`src/rtl/data_mem_arbiter.sv`:
```
// Arbiter that shares the single-ported data memory between port A (CPU) and port B (loader).
// Each access runs IDLE -> SERVE -> ACK. Out-of-range addresses get err=1, read data 0, and no write.
module data_mem_arbiter #(
  parameter bit          FIXED_PRIO = 1'b0,
  parameter logic [63:0] DATA_START = 64'h1000_0000_0000_0000,
  parameter logic [63:0] DATA_WORDS = 64'h0000_0000_0010_0000
) (
  input  logic        clk,
  input  logic        reset,
  input  logic        a_req,
  input  logic        a_word_we,
  input  logic        a_byte_we,
  input  logic [63:0] a_addr,
  input  logic [63:0] a_wdata,
  output logic        a_ack,
  output logic        a_err,
  output logic [63:0] a_rdata,
  input  logic        b_req,
  input  logic        b_word_we,
  input  logic        b_byte_we,
  input  logic [63:0] b_addr,
  input  logic [63:0] b_wdata,
  output logic        b_ack,
  output logic        b_err,
  output logic [63:0] b_rdata,
  output logic [63:0] mem_addr,
  output logic [63:0] mem_wdata,
  output logic        mem_word_we,
  output logic        mem_byte_we,
  input  logic [63:0] mem_rdata
);

  localparam logic [63:0] DATA_BYTES = DATA_WORDS << 3;

  typedef enum logic [1:0] {
    ST_IDLE  = 2'd0,
    ST_SERVE = 2'd1,
    ST_ACK   = 2'd2
  } state_t;

  state_t      r_state;
  state_t      w_state_next;
  logic        r_last_b;
  logic        r_win_b;
  logic [63:0] r_addr;
  logic [63:0] r_wdata;
  logic        r_word_we;
  logic        r_byte_we;
  logic [63:0] r_a_rdata;
  logic [63:0] r_b_rdata;
  logic        r_a_err;
  logic        r_b_err;

  logic        w_any_req;
  logic        w_grant_b;
  logic        w_in_range;
  logic [63:0] w_offset;

  assign w_any_req = a_req | b_req;
  // On a tie under round-robin, B wins only when A was the last port granted.
  assign w_grant_b = b_req & (~a_req | (~FIXED_PRIO & ~r_last_b));

  // The lower-bound test comes first, so an address below the segment cannot wrap into range.
  assign w_offset   = r_addr - DATA_START;
  assign w_in_range = (r_addr >= DATA_START) && (w_offset < DATA_BYTES);

  assign mem_addr  = r_addr;
  assign mem_wdata = r_wdata;
  assign a_rdata   = r_a_rdata;
  assign b_rdata   = r_b_rdata;
  assign a_err     = r_a_err;
  assign b_err     = r_b_err;

  always_ff @(posedge clk) begin
    if (reset) begin
      r_state <= ST_IDLE;
    end else begin
      r_state <= w_state_next;
    end
  end

  always_comb begin
    w_state_next = r_state;
    a_ack        = 1'b0;
    b_ack        = 1'b0;
    mem_word_we  = 1'b0;
    mem_byte_we  = 1'b0;
    case (r_state)
      ST_IDLE: begin
        if (w_any_req) begin
          w_state_next = ST_SERVE;
        end
      end
      ST_SERVE: begin
        mem_word_we  = r_word_we & w_in_range;
        mem_byte_we  = r_byte_we & ~r_word_we & w_in_range;
        w_state_next = ST_ACK;
      end
      ST_ACK: begin
        a_ack        = ~r_win_b;
        b_ack        = r_win_b;
        w_state_next = ST_IDLE;
      end
      default: begin
        w_state_next = ST_IDLE;
      end
    endcase
  end

  always_ff @(posedge clk) begin
    if (reset) begin
      r_last_b  <= 1'b1;
      r_win_b   <= 1'b0;
      r_addr    <= '0;
      r_wdata   <= '0;
      r_word_we <= 1'b0;
      r_byte_we <= 1'b0;
      r_a_rdata <= '0;
      r_b_rdata <= '0;
      r_a_err   <= 1'b0;
      r_b_err   <= 1'b0;
    end else begin
      if (r_state == ST_IDLE && w_any_req) begin
        r_win_b   <= w_grant_b;
        r_last_b  <= w_grant_b;
        r_addr    <= w_grant_b ? b_addr : a_addr;
        r_wdata   <= w_grant_b ? b_wdata : a_wdata;
        r_word_we <= w_grant_b ? b_word_we : a_word_we;
        r_byte_we <= w_grant_b ? b_byte_we : a_byte_we;
      end
      // The memory has already written at this cycle's negedge, so a write returns the updated word.
      if (r_state == ST_SERVE) begin
        if (r_win_b) begin
          r_b_rdata <= w_in_range ? mem_rdata : 64'd0;
          r_b_err   <= ~w_in_range;
        end else begin
          r_a_rdata <= w_in_range ? mem_rdata : 64'd0;
          r_a_err   <= ~w_in_range;
        end
      end
    end
  end

endmodule

```
`config.mk`:
```
export PLATFORM = sky130hd
export DESIGN_NAME = data_mem_arbiter
export DESIGN_NICKNAME = d
export VERILOG_FILES = /design/src/rtl/data_mem_arbiter.sv
export SDC_FILE = /design/constraint.sdc
export NUM_CORES = 1
export LEC_CHECK = 0
export BUFFER_PORTS_ARGS = -buffer_cell sky130_fd_sc_hd__buf_4
export CELL_PAD_IN_SITES_DETAIL_PLACEMENT = 1
export CELL_PAD_IN_SITES_GLOBAL_PLACEMENT = 2
export CORE_AREA = 2 2 229 231
export CTS_CLUSTER_SIZE = 14
export DETAILED_ROUTE_END_ITERATION = 8
export DIE_AREA = 0 0 231 233
export PLACE_DENSITY = 0.85
export SETUP_SLACK_MARGIN = 0.3
export SLEW_MARGIN = 10
export SYNTH_ARGS = -nofsm -noshare
export SYNTH_HDL_FRONTEND = slang
export SYNTH_SLANG_ARGS = --single-unit
```
`constraint.sdc`:
```
create_clock -name clk -period 3.04 [get_ports clk]
set_input_delay 0.456 -clock clk [delete_from_list [all_inputs] [get_ports clk]]
set_output_delay 0.456 -clock clk [all_outputs]
set_load 0.05 [all_outputs]
```
==> impl_metrics.env, run 1 <==
export IMPL_tns_ns=0
export IMPL_cp_depth=5
export IMPL_vias_per_cell=4.936
export IMPL_io_buffers=589
export IMPL_fin_ws_ns=0.3613
export IMPL_maxSlewHeadroom_pct=27.07
export IMPL_switching_share_pct=33.71
export IMPL_fin_crit_sh_pct=88.12
export IMPL_die_w_um=231
export IMPL_cp_slowest_cell="nor4_4"
export IMPL_grtUsageMet3_pct=3.419
export IMPL_holdCritPathClass="input pin to flip-flop"
export IMPL_finalNonFillerCells=2639
export IMPL_setup_worst_path_end="mem_byte_we"
export IMPL_syn_nets=1753
export IMPL_die_y_um=233
export IMPL_final_cell_mix="buf_4, dfxtp_1, o21ai_0, nor2_1"
export IMPL_synth_cells=1425
export IMPL_rrSetupSlack_ns=0.64
export IMPL_rr_endpoint="a_rdata[5]"
export IMPL_antenna_found_initial=3
export IMPL_r2r_cells=7
export IMPL_fillers=6083
export IMPL_grt_util_met1_pct=25.35
export IMPL_crit_start="mem_addr[63]"
export IMPL_hold_viol_final=0
export IMPL_hold_buffers=0
export IMPL_insertion_delay_ns=0.59
export IMPL_fin_skew_ns=0.02998
export IMPL_path_cells="nor4_2 -> nand4_1 -> nor4_4 -> and3b_1 -> buf_4"
export IMPL_cp_num_buf_inv=1
export IMPL_yosys_register_bits=264
export IMPL_yosysUniqueCellTypes=38
export IMPL_design_area_sq_um=18350
export IMPL_peakVddDrop_mv=0.4628
export IMPL_max_stage_delay_ns=0.38
export IMPL_grt_pass1_vias=13590
export IMPL_worstPathRequired_ns=2.58
export IMPL_post_drt_wl_per_cell_um=22.70
export IMPL_dr_total_vias=13030
export IMPL_multi_input_area_sq_um=6045
export IMPL_fin_util_pct=35.92
export IMPL_grt_pass1_wl_mm=87.23
export IMPL_core_area_sq_um=51090
export IMPL_worstPathArrival_ns=2.22
export IMPL_critical_path_top_delay_family="simple AND/OR/NAND/NOR gates"
export IMPL_critical_path_max_fanout=3
export IMPL_clockBufferDepth=3
export IMPL_final_common_cell="buf_4"
export IMPL_cts_sinks=264
export IMPL_dieArea_sq_um=53820
export IMPL_intPower_w=0.006959
export IMPL_area_growth_syn_to_layout_pct=50.82
export IMPL_end_kind="output port"
export IMPL_ios=590
export IMPL_status="finished clean"
export IMPL_grt_max_degree=96
export IMPL_pwr_share_clk_pct=37.6
export IMPL_leakagePower_nw=7.563
export IMPL_combPwrFrac_pct=25.5
export IMPL_place_congestion=0.9527
export IMPL_cts_root_buf="clkbuf_16"
export IMPL_drive_above_1_share_pct=35.63
export IMPL_cp_start_kind="flip-flop"
export IMPL_rsz0062_at_grt="yes"
export IMPL_dpl_hpwl_mm=45.29
export IMPL_ant_nets=0
export IMPL_routed_wl_mm=59.90
export IMPL_synth_avg_cell_area_sq_um=8.539
export IMPL_seq_power_share_pct=36.9
export IMPL_cts_tree="done"
export IMPL_grt_overflow_total=0
export IMPL_placed_area_sq_um=17160
export IMPL_grt_util_met2_pct=38.04
export IMPL_drcViolationCount=0
export IMPL_cts_buffers=31
export IMPL_top_usage_layer="met2"
export IMPL_dp_cells=2576
export IMPL_cts_max_level=1
export IMPL_period_needed_ns=2.679
export IMPL_critical_path_class="flip-flop to output port"
export IMPL_power_density_nw_per_um2=572.0
export IMPL_p_sw_w=0.003538
export IMPL_clk_pin_slew_worst_paths_ns=0.06
export IMPL_nNetsFinal=2259
export IMPL_ys_seq_area_share_pct=43.43
export IMPL_grtUsageTotal_pct=21.19
export IMPL_worstMarginPinSlew_ns=1.094
export IMPL_yosysWarnings=0
export IMPL_initial_core_util_pct=23.81
export IMPL_num_rows=83
export IMPL_r2r_start="mem_addr[63]"
export IMPL_first_pass_iters=4
export IMPL_timing_fmax_mhz=373.3
export IMPL_finalSetupViolCount=0
export IMPL_pre_cts_ws_ns=0.5246
export IMPL_synth_area_sq_um=12170
export IMPL_drv_slew=0
export IMPL_drtIter0Drc=710
export IMPL_regArea_sq_um=5289
export IMPL_max_cap_violations=0
how the worst min path moves through the flow:
stage	slack (ns)	end	cells after the start	start
CTS	0.11	b_rdata[8]	3	mem_rdata[8]
finish	0.15	b_rdata[23]	3	mem_rdata[23]
detailed placement	0.49	mem_wdata[8]	2	mem_wdata[8]
global route	0.12	b_rdata[8]	3	mem_rdata[8]
global placement	0.49	a_err	2	a_err
floorplan	0.47	r_byte_we	2	r_byte_we
area by class of cell:
class | count | area share (%)
well taps | 680 | 4.636
clock inverters | 12 | 0.8932
diodes | 3 | 0.04091
repair buffers | 623 | 26.35
multi-input cells | 945 | 32.94
inverters | 66 | 1.350
clock buffers | 46 | 4.970
flip-flops and latches | 264 | 28.82
cells by family after synthesis:
group,Yosys count,share of synthesized area (%)
AO/OA/AOI/OAI,523,26.26
AND/OR/NAND/NOR,292,11.71
flip-flops,264,43.43
buffers and inverters,216,7.897
multiplexers,130,10.69
metal layers:
layer / up-vias / share of wire [%]
met5: - / 0
met4: 0 / 3.2
li1: 6172 / -
met1: 6331 / 40
met3: 65 / 5.7
met2: 459 / 51
state kept, by name, indices dropped and copies added, names as in the netlist:
register and count:
r_byte_we 1, b_err 1, r_word_we 1, r_state 2, r_last_b 1, mem_addr 64, a_rdata 64, a_err 1
b_rdata 64, mem_wdata 64, r_win_b 1
metrics by stage:
stage | hold WS [ns] | total power (W)
finish | 0.1454 | 0.01050
global route | 0.1247 | 0.01091
CTS | 0.1088 | 0.01061
detailed placement | 0.4949 | 0.006625
global placement | 0.4854 | 0.006572
floorplan | 0.4740 | 0.005457
cell usage after synthesis (all sizes together):
master | number | area (sq um)
nor2b | 64 | 400.4
and3b | 1 | 8.760
nand4bb | 1 | 11.26
a21oi | 65 | 325.3
and3 | 1 | 6.260
inv | 66 | 247.7
nand2b | 1 | 6.260
a31oi | 1 | 6.260
and2 | 1 | 6.260
o31ai | 64 | 480.5
clkbuf | 85 | 330.3
a211oi | 130 | 975.9
or2 | 1 | 6.260
o21a | 1 | 7.510
nor4b | 1 | 8.760
and4 | 1 | 8.760
buf | 65 | 382.9
a22oi | 1 | 7.510
nand3 | 65 | 325.3
o22ai | 64 | 400.4
nor3b | 2 | 15.01
nor4 | 9 | 56.30
dfxtp | 264 | 5285
a311oi | 1 | 8.760
nor3 | 3 | 31.28
a21boi | 1 | 7.510
o21ai | 195 | 975.9
mux2i | 130 | 1301
nand4 | 2 | 12.51
nor2 | 139 | 521.8
what timing repair did:
action,4_1_cts,5_1_grt
resized for setup,7,9
setup endpoints to repair,2,2
setup buffers,1,1
pin swaps,2,4
power groups by stage:
stage / Clock [W] / Combinational (W) / Sequential, W
after floorplan: 0 / 0.000758 / 0.00470
after global placement: 0 / 0.00265 / 0.00392
after detailed placement: 0 / 0.00269 / 0.00394
after CTS: 0.00405 / 0.00270 / 0.00387
after global routing: 0.00419 / 0.00281 / 0.00390
final: 0.00394 / 0.00268 / 0.00388
worst reg2reg max path, cell delays in order (launching register included):
cell	delay (ns)
dfxtp_1	0.34
nor4_2	0.30
nand4_1	0.20
buf_4	0.18
buf_4	0.12
or2_4	0.48
buf_4	0.38
o31ai_1	0.29
Note: power is estimated with default switching activity, not from simulation.
==> inputs of run 2 (changes only) <==
- ABC_AREA: unset -> 1
- CORE_AREA: 2 2 229 231 -> 2 2 228 230
- DIE_AREA: 0 0 231 233 -> 0 0 230 232
- PLACE_DENSITY: 0.85 -> 0.81
==> run 2 against run 1 <==
Combinational power grew 9.0%. Global-route usage down 3.0 points. Sequential power increased by 2%. Maximum frequency up 7.5%. First-iteration DRC count fell by 22%. Final area fell by 9.4%. Sequential share of layout area increased by 3.0 points. Largest power group is now sequential cells. Clock skew shrank 0.011 ns. Wire length shrank 15%. Hold slack better by 0.0059 ns.
==> impl_metrics.env, run 2 <==
export IMPL_status="finished clean"
export IMPL_leakagePower_nw=7.286
export IMPL_ys_top_cells_by_area="dfxtp_1, o21ai_0, nand2_1, a31oi_1, a21oi_1"
export IMPL_hold_buffers=0
export IMPL_area_growth_syn_to_layout_pct=58.12
export IMPL_synth_cells=1305
export IMPL_num_rows=83
export IMPL_final_cell_mix="buf_4, nand2_1, dfxtp_1, o21ai_0, a31oi_1"
export IMPL_power_density_nw_per_um2=651.5
export IMPL_cp_start_kind="flip-flop"
export IMPL_synth_top_area_cell="dfxtp_1"
export IMPL_synth_most_common_cell="nand2_1"
export IMPL_cts_sinks=264
export IMPL_yosys_top_cells_count="nand2_1, dfxtp_1, o21ai_0"
export IMPL_maxSlewHeadroom_pct=48.90
export IMPL_insertion_delay_ns=0.53
export IMPL_rsz0062_at_grt="no"
export IMPL_post_cts_repair_setup_buffers=0
export IMPL_cts_buffers=34
export IMPL_peakVddDrop_mv=0.3179
export IMPL_die_w_um=230
export IMPL_drv_slew=0
export IMPL_grt_pass1_vias=11990
export IMPL_ant_nets=0
export IMPL_yosys_register_bits=264
export IMPL_antenna_found_initial=9
export IMPL_grt_max_degree=88
export IMPL_final_common_cell="buf_4"
export IMPL_worstPathArrival_ns=2.04
export IMPL_syn_nets=1633
export IMPL_hold_viol_final=0
export IMPL_end_kind="output port"
export IMPL_dieArea_sq_um=53360
export IMPL_clk_pin_slew_worst_paths_ns=0.06
export IMPL_tns_ns=0
export IMPL_drtIter0Drc=552
export IMPL_critical_path_class="flip-flop to output port"
export IMPL_cts_max_level=2
export IMPL_yosysTopAreaCellShare_pct=50.27
export IMPL_post_drt_wl_per_cell_um=19.95
export IMPL_clockBufferDepth=3
export IMPL_nNetsFinal=2161
export IMPL_synth_top_flop_cell="dfxtp_1"
export IMPL_place_congestion=0.8270
export IMPL_cts_tree="done"
export IMPL_drive_above_1_share_pct=39.53
export IMPL_dr_total_vias=11680
export IMPL_core_area_sq_um=50890
export IMPL_cts_resized=0
export IMPL_finalSetupViolCount=0
export IMPL_power_total_w=0.01083
export IMPL_yosysUniqueCellTypes=23
export IMPL_worstMarginPinSlew_ns=0.7664
export IMPL_dpl_hpwl_mm=37.96
export IMPL_holdCritPathClass="input pin to flip-flop"
export IMPL_initial_core_util_pct=20.66
export IMPL_timing_fmax_mhz=401.3
export IMPL_yosysWarnings=0
export IMPL_vias_per_cell=4.595
export IMPL_grtUsageTotal_pct=18.19
export IMPL_die_y_um=232
export IMPL_drcViolationCount=0
export IMPL_critical_path_max_fanout=4
export IMPL_synth_edf_count=0
export IMPL_io_buffers=589
export IMPL_synth_area_sq_um=10510
export IMPL_grt_pass1_wl_mm=74.47
export IMPL_max_cap_violations=0
export IMPL_fin_crit_sh_pct=81.97
export IMPL_synthArstFlopShare_pct=0
export IMPL_ios=590
export IMPL_synth_avg_cell_area_sq_um=8.056
export IMPL_grt_overflow_total=0
export IMPL_period_needed_ns=2.492
export IMPL_ys_seq_area_share_pct=50.27
export IMPL_fin_skew_ns=0.01871
export IMPL_first_pass_iters=4
export IMPL_routed_wl_mm=50.73
export IMPL_worstPathRequired_ns=2.58
export IMPL_cts_root_buf="clkbuf_16"
==> run 2: power by group <==
group / total (W) / switching (W) / internal (W)
clock network: 0.00395 / 0.00160 / 0.00235
logic: 0.00292 / 0.00199 / 0.000922
registers: 0.00396 / 0.000186 / 0.00378
==> run 2: worst paths after layout <==
kind | from | to | slack [ns] | cells past startpoint
worst min-delay path | reset | r_win_b | 0.15 | 2
worst max register to register | r_state[0] | b_rdata[29] | 1.02 | 7
worst min register to register | r_last_b | r_last_b | 0.49 | 2
worst max-delay path | mem_addr[58] | mem_word_we | 0.55 | 8
==> run 2: cell families after synthesis <==
logic type      synth area share, %
buf+inv                       6.356
flops                         50.27
compound gates                26.40
simple gates                  16.97
==> run 2: routing by layer <==
layer / vias up / wire length, um / track usage, %
met5: - / 30 / 0
met4: 4 / 2344 / 8.387
met3: 79 / 4836 / 7.183
met2: 449 / 24130 / 30.75
met1: 5527 / 19390 / 20.05
li1: 5625 / - / -
==> run 2: layout make-up <==
| type | instances | area [sq um] |
|---|---|---|
| clock buffers | 52 | 1040 |
| inverters | 13 | 58.81 |
| multi-input cells | 902 | 4587 |
| diodes | 6 | 15.01 |
| clock inverters | 8 | 46.29 |
| flip-flops and latches | 264 | 5285 |
| repair buffers | 618 | 4740 |
| fillers | 6115 | 34260 |
| well taps | 680 | 850.8 |
==> run 2: worst max-delay path: stages, from the launching register on <==
cell and delay (ns):
dfxtp_1 0.32, nor2_1 0.22, nand2_1 0.08, nor2_1 0.10, nand2_1 0.09, nor2_4 0.17
nand2_2 0.16, nor3_2 0.15, buf_4 0.22
==> run 2: through the flow <==
step / hold WS, ns / instance area (sq um) / util, % / cells / setup WS, ns
detailed placement: 0.4651 / 15520 / 30.50 / 2477 / 0.9511
global placement: 0.4644 / 15520 / 30.50 / 2477 / 0.9382
finish: 0.1513 / 16620 / 32.67 / 2543 / 0.5480
CTS: 0.1114 / 16600 / 32.63 / 2537 / 0.3602
global route: 0.1332 / 16610 / 32.65 / 2540 / 0.3134
floorplan: 0.4287 / 10520 / - / 1305 / 0.5344
==> inputs of run 3 (changes only) <==
- ABC_AREA: 1 -> 0
- CORE_AREA: 2 2 228 230 -> unset
- CORE_MARGIN: unset -> 2
- CORE_UTILIZATION: unset -> 23
- DIE_AREA: 0 0 230 232 -> unset
- PLACE_DENSITY: 0.81 -> 0.86
- clock period: 3.04 -> 2.2 ns (I/O delays scaled with it)
==> run 3 against run 2 <==
Clock power rose by 34%. Via count rose by 17%. Clock skew is 0.0096 ns higher. Largest cell class is now multi-input combinational cells. Critical endpoint is now mem_byte_we. The run now ends with setup timing left. Critical path type unchanged. Wire length increased by 26%. Combinational power rose by 37%. Die area is 2.6% higher. Hold slack worse by 0.11 ns.
==> impl_metrics.env, run 3 (synthesis gave the netlist of run 1 again) <==
export IMPL_status="finished with violations"
export IMPL_violations="setup timing"
export IMPL_place_congestion=0.8745
export IMPL_cts_root_buf="clkbuf_16"
export IMPL_worst_hold_path_num_cells=3
export IMPL_maxSlewHeadroom_pct=49.33
export IMPL_fin_skew_ns=0.02829
export IMPL_grt_pass1_vias=14020
export IMPL_r2r_cells=13
export IMPL_final_cell_mix="buf_4, dfxtp_1, o21ai_0, nor2_1, a211oi_1"
export IMPL_worstMarginPinSlew_ns=0.7601
export IMPL_clk_pin_slew_worst_paths_ns=0.07
export IMPL_ant_nets=0
export IMPL_period_needed_ns=2.601
export IMPL_critical_path_class="flip-flop to output port"
export IMPL_initial_core_util_pct=23.20
export IMPL_cts_buffers=30
export IMPL_crit_top_cell="buf_4"
export IMPL_drcViolationCount=0
export IMPL_r2r_start="mem_addr[48]"
export IMPL_area_growth_syn_to_layout_pct=73.56
export IMPL_holdWs_ns=0.04503
export IMPL_die_y_um=234.0
export IMPL_placed_area_sq_um=17470
export IMPL_dieArea_sq_um=54760
export IMPL_worstPathRequired_ns=1.87
export IMPL_cp_depth=7
export IMPL_max_stage_delay_ns=0.34
export IMPL_grt_overflow_total=0
export IMPL_max_cap_violations=0
export IMPL_nNetsFinal=2357
export IMPL_antenna_found_initial=5
export IMPL_first_pass_iters=5
export IMPL_cts_tree="done"
export IMPL_fin_ws_ns=-0.4006
export IMPL_drtIter0Drc=701
export IMPL_vias_per_cell=4.985
export IMPL_cp_slowest_cell="dfxtp_2"
export IMPL_cp_start_kind="flip-flop"
export IMPL_routed_wl_mm=63.87
export IMPL_critical_path_max_fanout=2
export IMPL_fin_util_pct=40.27
export IMPL_cp_num_buf_inv=3
export IMPL_dpl_hpwl_mm=43.91
export IMPL_core_area_sq_um=52450
export IMPL_drive_above_1_share_pct=45.40
export IMPL_crit_start="mem_addr[48]"
export IMPL_dr_total_vias=13670
export IMPL_num_rows=84
export IMPL_die_w_um=234.0
export IMPL_finalSetupViolCount=130
export IMPL_fillers=5950
export IMPL_insertion_delay_ns=0.60
export IMPL_fin_crit_sh_pct=118.2
export IMPL_cts_sinks=264
export IMPL_power_density_nw_per_um2=694.0
export IMPL_min_from="mem_rdata[6]"
export IMPL_worstPathArrival_ns=2.27
export IMPL_final_common_cell="buf_4"
export IMPL_timing_fmax_mhz=384.5
export IMPL_drv_slew=0
export IMPL_power_total_w=0.01466
export IMPL_post_drt_wl_per_cell_um=23.29
export IMPL_end_kind="output port"
export IMPL_holdCritPathClass="input pin to flip-flop"
export IMPL_clockBufferDepth=3
export IMPL_ios=590
export IMPL_grtUsageTotal_pct=21.71
export IMPL_peakVddDrop_mv=0.5091
export IMPL_path_cells="nor4_2 -> nand4_1 -> buf_4 -> nor4_4 -> buf_4 -> and3b_2 -> buf_8"
export IMPL_cts_max_level=1
export IMPL_design_area_sq_um=21120
export IMPL_io_buffers=589
export IMPL_leakagePower_nw=8.567
export IMPL_hold_viol_final=0
export IMPL_grt_pass1_wl_mm=89.57
export IMPL_grt_max_degree=123
export IMPL_rsz0062_at_grt="yes"
export IMPL_critical_path_top_delay_family="simple AND/OR/NAND/NOR gates"
[run 3: through the flow]
step / std cells / TNS, ns / setup WS (ns)
after floorplan: 1425 / 0 / 0.3026
after global placement: 2611 / -0.02098 / -0.01401
after detailed placement: 2611 / -0.05168 / -0.04021
after CTS: 2730 / -28.78 / -0.4375
after global routing: 2743 / -46.81 / -0.5039
final: 2743 / -38.76 / -0.4006
[run 3: report_power, final]
part	internal, W	total (W)	leakage (nW)	switching (W)
combinational	0.00141	0.00400	5.88	0.00258
clock	0.00309	0.00528	0.512	0.00219
sequential	0.00512	0.00538	2.17	0.000255
[run 3: tightest hold or removal path: stages]
cell	delay, ns
buf_4	0.11
nand3_1	0.07
o22ai_2	0.07
[run 3: layout make-up]
| class | count | area, sq um | share of cell area, % |
|---|---|---|---|
| antenna | 2 | 5.005 | 0.02370 |
| clock buffer | 46 | 910.9 | 4.313 |
| clock inverter | 10 | 131.4 | 0.6221 |
| inverter | 66 | 247.7 | 1.173 |
| multi-input combinational | 949 | 7431 | 35.19 |
| sequential | 264 | 5319 | 25.19 |
| tap | 688 | 860.8 | 4.076 |
| timing repair buffer | 718 | 6213 | 29.42 |
[run 3: path summary, 6_finish.rpt]
check / to / slack (ns)
worst min-delay path: b_rdata[6] / 0.05
worst max-delay path: mem_byte_we / -0.40
worst min register to register: mem_wdata[61] / 0.50
worst max register to register: a_rdata[41] / -0.39
[run 3: layer usage]
layer | GRT usage [%] | wire [um] | vias to the layer above
met5 | 0 | 27 | -
li1 | - | - | 6403
met1 | 24.88 | 24520 | 6633
met2 | 38.45 | 32050 | 518
met3 | 3.952 | 3874 | 116
met4 | 11.08 | 3398 | 4
[run 3: timing repair]
action                                 4_1_cts  5_1_grt
gates cloned                                18        2
setup endpoints to repair                  103      209
hold buffers                                18        0
setup buffers                               27        8
endpoints found under the hold margin       22        0
pin swaps                                   76       20
gates resized for setup                    180       93
